**src/rtl/rect_fill_ctrl_pkg.sv**
```systemverilog
// rect_fill_ctrl_pkg: shared FSM state type and default geometry for the rectangle fill sequencer.
package rect_fill_ctrl_pkg;
    typedef enum logic [1:0] {IDLE, LATCH, FILL, DONE} state_t;
    localparam int H_SIZE_DEF = 640;
    localparam int V_LINE_DEF = 480;
    localparam int COLOR_DEPTH_DEF = 8;
endpackage

```
**src/rtl/rect_corner_norm.sv**
```systemverilog
// rect_corner_norm: orders two corner coordinates on one axis and clips (RECT_FILL_CLIP_EN) or range-checks them.
module rect_corner_norm #(
    parameter int W = 10,
    parameter int LIM = 639
) (
    input  logic [W-1:0] a,
    input  logic [W-1:0] b,
    output logic [W-1:0] lo,
    output logic [W-1:0] hi,
    output logic         ok
);
    localparam logic [W-1:0] MAX = W'(LIM);
    logic [W-1:0] ca, cb;
`ifdef RECT_FILL_CLIP_EN
    assign ca = a > MAX ? MAX : a;
    assign cb = b > MAX ? MAX : b;
    assign ok = 1'b1;
`else
    assign ca = a;
    assign cb = b;
    assign ok = a <= MAX && b <= MAX;
`endif
    assign lo = ca < cb ? ca : cb;
    assign hi = ca < cb ? cb : ca;
endmodule

```
**src/rtl/rect_fill_ctrl.sv**
```systemverilog
// rect_fill_ctrl: accepts one rectangle-fill command and streams raster-order pixel writes.
// Defining RECT_FILL_CLIP_EN clamps out-of-range corners instead of rejecting the command.
module rect_fill_ctrl
    import rect_fill_ctrl_pkg::*;
#(
    parameter  int h_size = H_SIZE_DEF,
    parameter  int v_line = V_LINE_DEF,
    parameter  int color_depth = COLOR_DEPTH_DEF,
    localparam int HW = $clog2(h_size),
    localparam int VW = $clog2(v_line)
) (
    input  logic                   clk,
    input  logic                   reset,
    input  logic                   cmd_valid,
    output logic                   cmd_ready,
    input  logic [HW-1:0]          cmd_x0,
    input  logic [VW-1:0]          cmd_y0,
    input  logic [HW-1:0]          cmd_x1,
    input  logic [VW-1:0]          cmd_y1,
    input  logic [color_depth-1:0] cmd_color,
    input  logic                   wr_stall,
    output logic                   wr_en,
    output logic [HW-1:0]          wr_h,
    output logic [VW-1:0]          wr_v,
    output logic [color_depth-1:0] wr_color,
    output logic                   busy,
    output logic                   done,
    output logic                   cmd_err
);
    state_t state, next;
    logic [HW-1:0] x0, x1, xmin, xmax, cx, lx;
    logic [VW-1:0] y0, y1, ymin, ymax, cy, ly;
    logic [color_depth-1:0] col, lc;
    logic okx, oky, err, last;

    rect_corner_norm #(.W(HW), .LIM(h_size - 1)) u_norm_x (.a(x0), .b(x1), .lo(xmin), .hi(xmax), .ok(okx));
    rect_corner_norm #(.W(VW), .LIM(v_line - 1)) u_norm_y (.a(y0), .b(y1), .lo(ymin), .hi(ymax), .ok(oky));

    assign last      = cx == xmax && cy == ymax;
    assign wr_en     = state == FILL && !wr_stall;
    // Outputs show the pixel being written, otherwise the last one written.
    assign wr_h      = wr_en ? cx : lx;
    assign wr_v      = wr_en ? cy : ly;
    assign wr_color  = wr_en ? col : lc;
    assign cmd_ready = state == IDLE;
    assign busy      = state != IDLE;
    assign done      = state == DONE;
    assign cmd_err   = err;

    always_comb begin
        next = state;
        case (state)
            IDLE:    next = cmd_valid ? LATCH : IDLE;
            LATCH:   next = okx && oky ? FILL : IDLE;
            FILL:    next = wr_en && last ? DONE : FILL;
            default: next = IDLE;
        endcase
    end

    always_ff @(posedge clk) begin
        if (reset) begin
            state <= IDLE;
            err   <= 1'b0;
            x0    <= '0;
            x1    <= '0;
            y0    <= '0;
            y1    <= '0;
            col   <= '0;
            cx    <= '0;
            cy    <= '0;
            lx    <= '0;
            ly    <= '0;
            lc    <= '0;
        end else begin
            state <= next;
            err   <= state == LATCH && !(okx && oky);
            if (state == IDLE && cmd_valid) begin
                x0  <= cmd_x0;
                x1  <= cmd_x1;
                y0  <= cmd_y0;
                y1  <= cmd_y1;
                col <= cmd_color;
            end
            if (state == LATCH) begin
                cx <= xmin;
                cy <= ymin;
            end
            // The counters stop on the final pixel so they never pass xmax/ymax.
            if (wr_en) begin
                lx <= cx;
                ly <= cy;
                lc <= col;
                if (!last) begin
                    cx <= cx == xmax ? xmin : cx + 1'b1;
                    cy <= cx == xmax ? cy + 1'b1 : cy;
                end
            end
        end
    end
endmodule
```
**config.mk**
```make
export PLATFORM = sky130hd
export DESIGN_NAME = rect_fill_ctrl
export DESIGN_NICKNAME = d
export VERILOG_FILES = /design/src/rtl/rect_fill_ctrl_pkg.sv /design/src/rtl/rect_corner_norm.sv /design/src/rtl/rect_fill_ctrl.sv
export SDC_FILE = /design/constraint.sdc
export NUM_CORES = 1
export LEC_CHECK = 0
export ABC_AREA = 1
export CORE_AREA = 2 2 110 112
export DETAILED_ROUTE_END_ITERATION = 8
export DIE_AREA = 0 0 112 114
export PLACE_DENSITY = 0.84
export SLEW_MARGIN = 20
export SYNTH_ARGS = -nofsm -noshare
export SYNTH_HDL_FRONTEND = slang
export SYNTH_SLANG_ARGS = --single-unit
```
**constraint.sdc**
```tcl
create_clock -name clk -period 6.5 [get_ports clk]
set_input_delay 1.3 -clock clk [delete_from_list [all_inputs] [get_ports clk]]
set_output_delay 1.3 -clock clk [all_outputs]
set_load 0.02 [all_outputs]
```
* Word level (Yosys, flattened, before mapping)
Index checks and enable logic that the tools add are counted.
** Word-level totals
- Register bits :: 95
- Input port bits :: 50
- Output and inout bits :: 32
- Word-level logic and storage cells :: 57
** Cells by class
- Add/sub/neg operators :: 2
- Order comparisons :: 6
- Equal/unequal tests :: 6
- Mux-type cells :: 19
- Reductions and logical operators :: 12
** Operators with widths (count)
- 10-bit 2-to-1 mux :: 7
- 9-bit 2-to-1 mux :: 7
- 10-bit <= comparator (second input constant) :: 2
- 9-bit <= comparator (second input constant) :: 2
- 10-bit by 1-bit adder with 10-bit output (second input constant) :: 1
- 10-bit == test :: 1
- 10-bit less-than comparator :: 1
- 9-bit by 1-bit adder with 9-bit output (second input constant) :: 1
- 9-bit == test :: 1
- 9-bit less-than comparator :: 1
- 1-bit logical AND :: 8
- 8-bit 2-to-1 mux :: 1
- 2-bit case mux with 3 select lines :: 1
- 2-bit == test (second input constant) :: 2
- 3-bit by 1-bit != test with 1-bit output (second input constant) :: 1
- 2-bit by 1-bit == test with 1-bit output (second input constant) :: 1
- 1-bit logical NOT :: 2
- 2-bit logical NOT :: 1
- 1-bit 2-to-1 mux :: 2
- 2-bit 2-to-1 mux :: 1
- 2-bit nonzero test :: 1

* Depth between registers and ports, before layout
- Word-level depth :: 7
- Gate-level depth with buffers :: 22
- Mapped depth without buffers :: 21

* Modules after synthesis
A second synthesis with hierarchy kept.
** Unflattened totals
- Cells, all modules :: 897
- Area total of the unflattened synthesis :: 5885.6 um^2
** Modules (own cells, without submodules)
- rect_fill_ctrl :: instances 1, cells an instance 679, area each 4652.0 um^2, seq. area each 1901.8 um^2
- rect_corner_norm at u_norm_x :: instances 1, cells an instance 115, area each 658.1 um^2, seq. area each 0.0 um^2
- rect_corner_norm at u_norm_y :: instances 1, cells an instance 103, area each 575.6 um^2, seq. area each 0.0 um^2

* Worst setup path after synthesis
OpenSTA, ideal clock, no wires.
- Path type :: in2out
- Start point :: input port wr_stall
- End point :: output port wr_h[0]
- Arrival :: 2.690 ns
- Data required time :: 5.200 ns
- Slack :: 2.510 ns
- Stages :: 4
- Path buffers :: 2
- Path through :: nor2_1 > clkbuf_1 > buf_1 > a21oi_1
** On the way
- Word-level cells in the longest chain between the ends :: 3
** Ends and longest elaborated chain
- start, declared :: RTL line rect_fill_ctrl.sv:21 : input logic wr_stall,
- 1-bit logical NOT :: RTL line rect_fill_ctrl.sv:40 : assign wr_en = state == FILL && !wr_stall;
- 1-bit logical AND :: RTL line rect_fill_ctrl.sv:40
- named net wr_en :: RTL line rect_fill_ctrl.sv:22 : output logic wr_en,
- 10-bit 2-to-1 mux
- end, declared :: RTL line rect_fill_ctrl.sv:23 : output logic [HW-1:0] wr_h,
The timed path passes the listed nets, and every way through them passes these cells.

* Final worst setup path
- Start point :: input port wr_stall
- End point :: output port wr_v[0]
** On the way
- Word-level cells in the longest chain between the ends :: 3
** Ends and longest elaborated chain
- 1-bit logical NOT :: RTL line rect_fill_ctrl.sv:40
- 1-bit logical AND :: RTL line rect_fill_ctrl.sv:40
- 9-bit 2-to-1 mux
- end, declared :: RTL line rect_fill_ctrl.sv:24 : output logic [VW-1:0] wr_v,
Every way passes these cells.

==> PnR_summary.wiki <==
{| class="wikitable"
! Metric !! Value
|-
| Status || finished, final reports clean
|-
| Count of endpoints failing setup in the final report || 0
|-
| Met3 usage in global routing || between 3 and 4%
|-
| Number of stages on the worst hold path || 2
|-
| H-Tree Depth || 3
|-
| Depth of the worst register-to-register path || 20
|-
| Post-route cell area || 0.00675 sq mm
|-
| Fraction of synthesized cell area taken by the top area cell type || between 30% and 40%
|-
| Number of storage elements in the synthesis netlist || 95
|-
| Root buffer selected by CTS || sky130_fd_sc_hd__clkbuf_16
|-
| Final-report max-slew violation count || 0
|-
| Most numerous cell types in the synthesized netlist || 171 x sky130_fd_sc_hd__nand2_1, 111 x sky130_fd_sc_hd__inv_1, 100 x sky130_fd_sc_hd__o21ai_0
|-
| Initial antenna violation count || 0
|-
| Number of buffers on the longest clock path || 2
|-
| Starting DRT DRC Count || 333
|-
| Min Clock Period, post-route || a little under 5 ns
|-
| Remaining max-slew budget at the tightest pin || 36.6%
|-
| Wire length of the first global-routing pass || 23.3 mm
|-
| Synth Area per Inst || just under 7 sq um
|-
| Number of buffers added for setup after CTS || 0
|-
| M1 GR Usage || about 26%
|-
| Final worst-path setup slack || 1.63 ns
|-
| Filler Cell Count || around 1200
|-
| Post-synth net total || 908
|-
| Number of ports placed on the die boundary || between 80 and 90
|-
| Number of standard-cell rows in the floorplan || 40
|-
| Post-DP HPWL || 9.90 mm
|-
| Period Utilization, post-route || roughly three quarters
|-
| Critical path start-end classification || in2out
|-
| Leading post-synthesis cells by cell area || sky130_fd_sc_hd__dfxtp_1 34%, sky130_fd_sc_hd__nand2_1 11%, sky130_fd_sc_hd__o21ai_0 8.9%, sky130_fd_sc_hd__a21oi_1 8.6%, sky130_fd_sc_hd__inv_1 7.4%
|-
| Sum Neg Setup Slack || 0 ns
|-
| Routed vias || ~5500
|-
| Number of global-route vias before repair || approximately 5000
|-
| Reg clk slew, reported paths || 0.07 ns
|-
| Insertion delay of the later-clocked pin in the worst-skew pair || approximately 0.35 ns
|-
| Largest area contributor in the netlist || sky130_fd_sc_hd__dfxtp_1
|-
| Seq/Total Area, Yosys || between 30% and 40%
|-
| Critical path capture point type || primary output
|-
| Detailed-route vias per instance || ~5.2
|-
| Transition time of the tightest slew-check pin || around 0.95 ns
|-
| Flip-flop cell with the highest count after synthesis || sky130_fd_sc_hd__dfxtp_1
|-
| Floorplan die height || 114 um
|-
| Largest fanout of any net on the critical path || 42
|-
| DRC violations left || 0
|-
| Weighted congestion at the end of routability-driven global placement || roughly 0.87
|-
| TritonCTS clock tree || built
|-
| Count of nets after finishing || roughly 960
|-
| Leakage || slightly above 3 nW
|-
| Maximum achievable frequency || slightly above 200 MHz
|-
| Total CTS buffers || 9
|-
| Worst hold-check path type || reg2reg
|-
| Crit path arrival time || 3.57 ns
|-
| Starting utilization of the core area || 48.2%
|-
| Average wire per standard cell || between 10 and 15 um
|-
| Number of clock sinks seen by CTS || 95
|-
| Count of yosys warnings during synthesis || 0
|-
| Post-placement worst setup slack || 1.62 ns
|-
| GR Util met2 || slightly above 40%
|-
| Count of flip-flops with a built-in enable after synthesis || 0
|-
| Post-detailed-route count of antenna-violating nets || 0
|-
| Total placed instance area || roughly 0.0065 sq mm
|-
| Router iterations before antenna repair || 5
|-
| Number of distinct library cells after synthesis || 33
|-
| Count of input and output buffers || 81
|-
| Ratio of total power to cell area || about 260 mW/mm^2
|-
| Worst setup SP type || primary input
|-
| Netlist area before placement || ~0.0056 sq mm
|-
| Wirelength, routed || ~14 mm
|-
| Data required time of the critical path || 5.20 ns
|-
| Ratio of cells with drive above 1 in the final layout || about 7.6%
|-
| Worst clock skew || 0.0108 ns
|-
| All-layer global routing usage || 22.0%
|-
| Number of inserted diodes || 0
|-
| Core area || 0.0117 sq mm
|-
| Global-route congestion overflow total || 0
|-
| Post-Synthesis Cells || between 800 and 900
|-
| Async set or reset register ratio after synthesis || 0%
|-
| Number of maximum-capacitance violations || 0
|-
| Cell with the most instances after synthesis || sky130_fd_sc_hd__nand2_1
|-
| Most Crowded Layer GR || met2
|-
| Die width || 112 um
|-
| Hold bufs inserted after CTS || 0
|-
| Layout overhead on the synthesized area || 19.6%
|-
| Utilization of the core after routing || 57.6%
|-
| Worst vdd rail ir drop || 254 uV
|-
| Final Hold Vio Count || 0
|-
| Overall power consumption || 0.00175 W
|-
| Maximum number of pins on one net before global-route repair || 93
|-
| Unrepaired setup endpoints after global routing || false
|-
| Post-CTS Resized || 0
|-
| Die footprint || about 0.013 sq mm
|}
## critical path, stage by stage
cell and delay [ns]:
sky130_fd_sc_hd__clkdlybuf4s50_1 0.44, sky130_fd_sc_hd__nor2_4 0.63, sky130_fd_sc_hd__buf_12 0.27, sky130_fd_sc_hd__or2_2 0.14, sky130_fd_sc_hd__inv_1 0.04, sky130_fd_sc_hd__a21oi_1 0.12, sky130_fd_sc_hd__clkdlybuf4s50_1 0.61
## final timing paths
check | slack, ns | endpoint | startpoint
worst max-delay path | 1.63 | wr_v[0] | wr_stall
worst min-delay path | 0.49 | y1[0] | y1[0]
worst max register to register | 3.01 | cy[3] | x1[4]
worst min register to register | 0.49 | y1[0] | y1[0]
## layer usage
| layer | vias to the layer above | share of wire (%) | wire length (um) |
|---|---|---|---|
| met4 | 0 | 2.2 | 304 |
| met3 | 22 | 3.1 | 429 |
| li1 | 2847 | - | - |
| met1 | 2491 | 43 | 5970 |
| met5 | - | 0 | 0 |
| met2 | 101 | 51 | 7080 |
## sequential cells by signal, indices dropped and copies added (netlist names)
name / cells
state: 2
col: 8
cx: 10
lx: 10
x1: 10
cy: 9
x0: 10
y0: 9
ly: 9
cmd_err: 1
lc: 8
y1: 9
## cells in the final DEF (no fill, tap or decap), types with 3 or more instances in the layout
cell type / instances
sky130_fd_sc_hd__clkbuf_16: 9
sky130_fd_sc_hd__dfxtp_1: 95
sky130_fd_sc_hd__a211oi_1: 27
sky130_fd_sc_hd__a21oi_1: 97
sky130_fd_sc_hd__o21ai_0: 100
sky130_fd_sc_hd__nand4_1: 17
sky130_fd_sc_hd__nand3_1: 38
sky130_fd_sc_hd__clkinv_2: 3
sky130_fd_sc_hd__clkdlybuf4s50_1: 81
sky130_fd_sc_hd__xor2_1: 14
sky130_fd_sc_hd__nor3_1: 6
sky130_fd_sc_hd__or2_2: 27
sky130_fd_sc_hd__buf_4: 4
sky130_fd_sc_hd__nand3_2: 4
sky130_fd_sc_hd__ha_1: 19
sky130_fd_sc_hd__nor2_4: 3
sky130_fd_sc_hd__nand2_1: 170
sky130_fd_sc_hd__inv_1: 111
sky130_fd_sc_hd__nor2_1: 40
sky130_fd_sc_hd__nand2_2: 4
sky130_fd_sc_hd__nor4_1: 4
## power breakdown
part	internal (W)	total, W	switching, W
registers	0.000633	0.000670	0.0000362
clock network	0.000272	0.000504	0.000232
logic	0.000217	0.000576	0.000359
total	0.00112	0.00175	0.000627
## cells by family after synthesis
family | synth area share, %
xor+xnor | 2.33
compound gates | 22.1
simple gates | 26.0
fa+ha+maj | 4.21
buf+inv | 11.6
flops | 33.7
## layout make-up
| class | instances | area (sq um) | share of cell area [%] |
|---|---|---|---|
| Multi-Input combinational cell | 585 | 3100 | 45.9 |
| Sequential cell | 95 | 1900 | 28.2 |
| Timing Repair Buffer | 86 | 861 | 12.8 |
| Inverter | 112 | 420 | 6.23 |
| Clock buffer | 10 | 239 | 3.54 |
| Tap cell | 147 | 184 | 2.73 |
| Clock inverter | 6 | 42.5 | 0.630 |
## stage by stage
step                instances  hold slack (ns)
finish                   1041            0.494
global placement         1025            0.472
CTS                      1041            0.491
floorplan                 839            0.450
global route             1041            0.510
detailed placement       1025            0.480
(Power assumes the default switching activity.)
